[src/rtl/mem_write_arbiter.sv]
// Per-lane write scheduler in front of mem_dualport: serializes same-address lanes in
// ascending lane order (last writer wins). Define MEM_ARB_COALESCE_EN to coalesce instead.

package GPU_Shader_pkg;
    localparam int unsigned lanes     = 4;
    localparam int unsigned MEM_DEPTH = 256;
    localparam int unsigned WORD_W    = 32;
    typedef logic [WORD_W-1:0] word_t;
endpackage

module mem_write_arbiter #(
    parameter int unsigned LANES       = GPU_Shader_pkg::lanes,
    parameter int unsigned ADDR_WIDTH  = $clog2(GPU_Shader_pkg::MEM_DEPTH),
    parameter int unsigned STALL_CNT_W = 16
) (
    input  logic                          clk,
    input  logic                          rst_n,
    input  logic                          req_valid,
    output logic                          req_ready,
    input  logic [LANES-1:0]              req_lane_en,
    input  logic [ADDR_WIDTH-1:0]         req_addr [LANES],
    input  GPU_Shader_pkg::word_t         req_data [LANES],
    output logic [LANES-1:0]              mem_write_en,
    output logic [ADDR_WIDTH-1:0]         mem_write_addr [LANES],
    output GPU_Shader_pkg::word_t         mem_write_data [LANES],
    output logic                          busy,
    output logic [STALL_CNT_W-1:0]        stall_count
);

    typedef enum logic {S_IDLE, S_ISSUE} state_t;

    state_t                  r_state;
    state_t                  w_state_next;
    logic [LANES-1:0]        r_pending;
    logic [ADDR_WIDTH-1:0]   r_addr [LANES];
    GPU_Shader_pkg::word_t   r_data [LANES];
    logic [STALL_CNT_W-1:0]  r_stall;

    logic [LANES-1:0]        w_issue;
    logic [LANES-1:0]        w_retire;
    logic [LANES-1:0]        w_remain;
    logic                    w_ready;
    logic                    w_load;
    logic                    w_stall_inc;

    // Issue mask is a pure function of registered state, so mem_* never sees req_*.
    always_comb begin : issue_mask
        w_issue = '0;
        for (int i = 0; i < int'(LANES); i++) begin
            w_issue[i] = r_pending[i];
`ifdef MEM_ARB_COALESCE_EN
            for (int j = i + 1; j < int'(LANES); j++) begin
                if (r_pending[j] && (r_addr[j] == r_addr[i])) w_issue[i] = 1'b0;
            end
`else
            for (int j = 0; j < i; j++) begin
                if (r_pending[j] && (r_addr[j] == r_addr[i])) w_issue[i] = 1'b0;
            end
`endif
        end
        if (r_state != S_ISSUE) w_issue = '0;
    end

    // Coalescing drops shadowed lanes, so every pending lane retires in one cycle.
    always_comb begin : retire_mask
`ifdef MEM_ARB_COALESCE_EN
        w_retire = (r_state == S_ISSUE) ? r_pending : '0;
`else
        w_retire = w_issue;
`endif
        w_remain = r_pending & ~w_retire;
    end

    always_ff @(posedge clk or negedge rst_n) begin : state_reg
        if (!rst_n) r_state <= S_IDLE;
        else        r_state <= w_state_next;
    end

    always_comb begin : fsm_next
        w_state_next = r_state;
        w_ready      = 1'b0;
        w_load       = 1'b0;
        w_stall_inc  = 1'b0;
        case (r_state)
            S_IDLE: begin
                w_ready = 1'b1;
                if (req_valid && (req_lane_en != '0)) begin
                    w_load       = 1'b1;
                    w_state_next = S_ISSUE;
                end
            end
            S_ISSUE: begin
                if (w_remain != '0) begin
                    w_stall_inc = 1'b1;
                end else begin
                    w_ready = 1'b1;
                    if (req_valid && (req_lane_en != '0)) w_load = 1'b1;
                    else                                  w_state_next = S_IDLE;
                end
            end
            default: w_state_next = S_IDLE;
        endcase
    end

    always_ff @(posedge clk or negedge rst_n) begin : datapath
        if (!rst_n) begin
            r_pending <= '0;
            r_stall   <= '0;
            for (int i = 0; i < int'(LANES); i++) begin
                r_addr[i] <= '0;
                r_data[i] <= '0;
            end
        end else begin
            if (w_load) begin
                r_pending <= req_lane_en;
                for (int i = 0; i < int'(LANES); i++) begin
                    r_addr[i] <= req_addr[i];
                    r_data[i] <= req_data[i];
                end
            end else begin
                r_pending <= w_remain;
            end
            if (w_stall_inc && (r_stall != '1)) r_stall <= r_stall + STALL_CNT_W'(1);
        end
    end

    always_comb begin : outputs
        mem_write_en = w_issue;
        for (int i = 0; i < int'(LANES); i++) begin
            mem_write_addr[i] = r_addr[i];
            mem_write_data[i] = r_data[i];
        end
    end

    assign req_ready   = w_ready;
    assign busy        = (r_state == S_ISSUE);
    assign stall_count = r_stall;

endmodule

[config.mk]
export PLATFORM = sky130hd
export DESIGN_NAME = mem_write_arbiter
export DESIGN_NICKNAME = d
export VERILOG_FILES = /design/src/rtl/mem_write_arbiter.sv
export SDC_FILE = /design/constraint.sdc
export NUM_CORES = 1
export LEC_CHECK = 0
export ABC_AREA = 0
export BUFFER_PORTS_ARGS = -buffer_cell sky130_fd_sc_hd__buf_2
export CAP_MARGIN = 20
export CORE_MARGIN = 5
export CORE_UTILIZATION = 38
export CTS_BUF_LIST = sky130_fd_sc_hd__clkbuf_16
export DETAILED_ROUTE_END_ITERATION = 8
export PLACE_DENSITY_LB_ADDON = 0.15
export SLEW_MARGIN = 15
export SYNTH_ARGS = -nofsm -noshare
export SYNTH_HDL_FRONTEND = slang
export SYNTH_SLANG_ARGS = --single-unit
[constraint.sdc]
create_clock -name clk -period 2.7 [get_ports clk]
set_input_delay 0.405 -clock clk [delete_from_list [all_inputs] [get_ports clk]]
set_output_delay 0.405 -clock clk [all_outputs]
set_load 0.1 [all_outputs]
Yosys cells after proc, flatten, opt, wreduce, memory -nomap -nowiden
Cells that the tools add are included.

Add/subtract/negate cells: 1. Bitwise operators: 3. Equality and inequality tests: 7. Reduce and logical (&&, ||, !) cells: 10. Mux-type cells: 17.

Operators by type and width (count): 8-bit equality test (6); 16-bit by 1-bit adder with 16-bit output (second input constant) (1); 16-bit inequality test (second input constant) (1); 1-bit 2-to-1 mux (12); 1-bit logical AND (8); 4-bit 2-to-1 mux (2); 4-bit nonzero test (2); 1-bit case mux with 2 select lines (3); 4-bit AND (1); 4-bit inverter (1); 1-bit inverter (1).

Flip-flop bits (word level): 181. Logic and storage cells: 49. Input port bits: 167.

Longest topological paths before layout
Word-level depth: 12. Mapped depth: 9. Mapped depth without buffers: 8.

Worst setup path after synthesis
OpenSTA, ideal clock, no wires.

Path type: register -> output. From: register r_state (netlist: busy). To: output port mem_write_en[1]. Data arrival time: 2.632 ns. Path buffers: 1. Setup slack: -0.337 ns. Stages on the path, launching flop included: 4. Cells stage by stage: dfrtp_1 -> clkbuf_1 -> o31ai_1 -> nor2_1.

Word-level cells in the longest chain between the ends: 1.

RTL lines: start: declaration (RTL line 32) `state_t r_state;`; start signal: assignment (RTL line 76) `else r_state <= w_state_next;`; 4-bit 2-to-1 mux (RTL line 61) `if (r_state != S_ISSUE) w_issue = '0;`; end: declaration (RTL line 23) `output logic [LANES-1:0] mem_write_en,`.

Every way passes these cells.

Final worst setup path
From: register r_addr, in the netlist mem_write_addr[17]. To: output port req_ready.

Word-level cells in the longest chain between the ends: 10. Elaborated cells on any way between the ends: 16.

RTL lines: start: declaration (RTL line 35) `logic [ADDR_WIDTH-1:0] r_addr [LANES];`; start signal: indexed assignment (RTL line 117) `r_addr[i] <= req_addr[i];`; 8-bit equality test (RTL line 57) `if (r_pending[j] && (r_addr[j] == r_addr[i])) w_issue[i] = 1'b0;`; 1-bit logical AND (RTL line 57); 1-bit 2-to-1 mux (2 in series) (RTL line 57); 4-bit 2-to-1 mux * (RTL line 61); 4-bit inverter * (RTL line 71) `w_remain = r_pending & ~w_retire;`; 4-bit AND * (RTL line 71); 4-bit nonzero test * (RTL line 93) `if (w_remain != '0) begin`; 1-bit 2-to-1 mux * (RTL line 93); 1-bit case mux with 2 select lines * (RTL line 84) `case (r_state)`; end: declaration (RTL line 19) `output logic req_ready,`.

Mark *: on every way between the ends. The rest lies on a longest branch, timed or not.

==> results.md <==
- Post-layout min period: 2.689 ns
- Hold endpoint: mem_write_data[58]$_DFFE_PN0P_
- Post-route setup TNS: 0 ns
- IO buf count: 348
- Start of the worst register-to-register path: mem_write_addr[17]$_DFFE_PN0P_
- Grt met3 use: 6.471%
- Final hold vios: 0
- Largest net degree at the start of global routing: 74
- Crit path DAT: 2.28 ns
- Max Slew Vio Count: 0
- Area Overhead vs Synth: 37.27%
- DP Wirelength: 16.40 mm
- Max-cap violations: 0
- Register area share after synthesis: 55.74%
- CTS Buf Count: 17
- Post-route cell area: 0.01116 mm²
- Worst VDD drop: 0.4870 mV
- Fmax: 371.9 MHz
- Rows: 53
- HP Class: in -> reg
- Ys async rst share: 100.0%
- Drt via density: 4.683
- Worst-path fanout max: 5
- Initial antenna violation count: 2
- GR Overflow Total: 0
- Crit start category: register
- Initial Utilization: 38.66%
- RSZ-0062 raised after global routing: yes
- CP peak stage delay: 0.52 ns
- # IOs: 349
- Busiest metal layer after global routing: met2
- EDFF count, synth: 0
- Placed insts: 1,146
- Syn Inst Count: 522
- Synth cell types: 36
- GR met2 Demand/Resource: 28.21%
- Synth warn: 0
- Worst Max-Slew Pin Slew: 0.5241 ns
- Crit end category: primary output
- Syn avg cell area: 15.57 µm²
- Clock tree root driver cell: clkbuf_16
- Buf+Inv Stages, Crit Path: 2
- Synthesized cell area: 0.008127 mm²
- Power per cell area: 936.1 mW/mm²
- Routed Antenna Nets: 0
- Pwr Total: 10,440 µW
- Routing usage on met1: 21.61%
- Critical path's top delay family: flip-flops
- DIE AREA: 0.02441 mm²
- CTS Buffer Depth: 2
- Final Wtd Congestion: 0.7999
- Final Net Count: 1,077
- GRT Total Usage: 17.29%
- Clock edge transition at the registers on the reported setup and hold paths: 0.08 ns
- Die H: 156.2 µm
- Clk Latency, worst-skew pair: 0.43 ns
- Fin crit share: 99.59%
- Chip width: 156.2 µm
- Hold path startpoint: req_data[58]
- Synth area leaders: dfrtp_1, mux2_4, mux2_2
- Status: completed
- First-pass GRT wire length: 32.93 mm
- Worst Setup SP: mem_write_addr[17]$_DFFE_PN0P_
- Slew HR: 65.30%
- Top cell type's share of synthesized area: 55.74%
- Setup-failing EPs final: 0
- Sink Count: 181
- Hold Crit Depth: 2
- Largest area contributor in the netlist: dfrtp_1
- Core Area: 0.02102 mm²
- Yosys reg bits: 181
- Ys flop type: dfrtp_1
- Number of global-route vias before repair: 5,947
- FF-to-FF setup slack: 0.08 ns
- Highest-delay cell along the critical path: dfrtp_4
- Htree depth: 4
- Final non-filler cell total: 1,199
- Syn Nets: 690
- Cell Chain, Critical Path: xnor2_1 -> nand4_1 -> nor4_4 -> o31ai_2 -> a21oi_4 -> clkinvlp_4 -> buf_6
- Clock skew: 0.01310 ns
- Final wirelength: 21.93 mm
- Drt drc: 0
- LEAKAGE: 0.005438 µW
- Crit Path Class: reg -> out
- Worst endpoint required time: 2.30 ns
- FF-to-FF path depth: 11
- WL per Instance: 18.29 µm
- Reg-to-reg endpoint: mem_write_data[44]$_DFFE_PN0P_
- Share of post-route cells with drive strength above 1: 68.22%
- Drt first pass iters: 4
- CTS tree: yes
- Vias after detailed routing: 5,615
- Placed cell areas: 0.01028 mm²
- Number of DRC markers in iteration 0: 167
## worst max-delay path by stage
stage                                endpoint  slack [ns]  cells after the start
4_1_cts                             req_ready       -0.04                      7
3_3_place_gp   mem_write_data[19]$_DFFE_PN0P_       0.006                      9
5_1_grt                             req_ready       -0.08                      7
3_5_place_dp   mem_write_data[21]$_DFFE_PN0P_       -0.04                      9
2_1_floorplan                       req_ready      0.0003                      6
6_report                            req_ready        0.01                      7
## cells in the mapped netlist (all sizes together), types with 2 or more instances
cell and count:
a21oi 7, and2 3, and3 4, and4 2, buf 18, dfrtp 181
inv 5, mux2 162, nand2 18, nand3 14, nand4 8, nor2 11
nor3 6, nor4 4, o21ai 2, o31ai 2, o41ai 2, or3 2
xnor2 50, xor2 11
## through the flow
step / setup slack, ns / utilization, % / hold WS, ns
after global placement: 0.005570 / 48.89 / 0.3463
final: 0.01101 / 53.07 / 0.2033
after CTS: -0.03601 / 52.07 / 0.1772
after floorplan: 0.0002878 / - / 0.1094
after global routing: -0.07723 / 53.06 / 0.1759
after detailed placement: -0.03838 / 48.89 / 0.3426
## power breakdown
group,switching [µW],total [µW],internal [µW]
Sequential,349,3460,3110
Combinational,3530,4590,1060
Clock,1170,2400,1220
## worst reg2reg max path, delay by kind of cell (launching register included)
kind,cells,cell delay (ns)
xor+xnor,1,0.20
compound gates,2,0.36
mux,1,0.28
flops,1,0.52
simple gates,3,0.52
buf+inv,4,0.63
## cells by family (layout without fill, tap and decap cells)
family / count (synthesis) / count (layout) / share of synthesized area, %
buf+inv: 24 / 424 / 3.603
simple gates: 73 / 73 / 4.742
fa+ha+maj: 1 / 1 / 0.1539
xor+xnor: 61 / 61 / 6.574
mux: 162 / 162 / 27.07
compound gates: 20 / 20 / 2.125
flops: 181 / 181 / 55.74
other cells: 0 / 2 / 0
## cells in the final DEF, fill, tap and decap left out, types with 4 or more instances in the layout
| cell | count |
|---|---|
| mux2_4 | 100 |
| dfrtp_2 | 29 |
| mux2_2 | 62 |
| nand4_1 | 8 |
| xor2_1 | 10 |
| a21oi_1 | 6 |
| clkinv_4 | 4 |
| nor3_1 | 5 |
| buf_2 | 344 |
| dfrtp_1 | 148 |
| nor2_1 | 9 |
| nand3_1 | 14 |
| inv_1 | 4 |
| buf_12 | 8 |
| nand2_1 | 18 |
| clkbuf_16 | 19 |
| buf_4 | 26 |
| dfrtp_4 | 4 |
| xnor2_1 | 47 |
| inv_8 | 4 |
## repair_timing
| item | in CTS | in global routing |
|---|---|---|
| setup buffers | 5 | 11 |
| endpoints found under the setup margin | 63 | 107 |
| pin swaps | 4 | 5 |
| cloned | 0 | 2 |
| resized for setup | 10 | 13 |
| hold buffers | 1 | 0 |
| hold endpoints to repair | 37 | 0 |
## registers in the layout, summed over array words and instances, names as in the netlist
register,cells
r_pending,4
busy,1
mem_write_data,128
mem_write_addr,32
stall_count,16
## metal layers
layer	wire length [µm]	part of all wire (%)
met5	7	0.032
met2	10760	49
met3	1875	8.5
met4	352	1.6
met1	8933	41
## layout make-up
| class | count | area (µm²) |
|---|---|---|
| Antenna cell | 2 | 5.005 |
| Sequential cell | 181 | 4581 |
| Multi-Input combinational cell | 317 | 3392 |
| Clock buffer | 17 | 425.4 |
| Clock inverter | 15 | 145.1 |
| Inverter | 5 | 22.52 |
| Fill cell | 1868 | 9866 |
| Timing Repair Buffer | 387 | 2241 |
| Tap cell | 275 | 344.1 |
No activity file was read; power rests on OpenSTA's default activity.
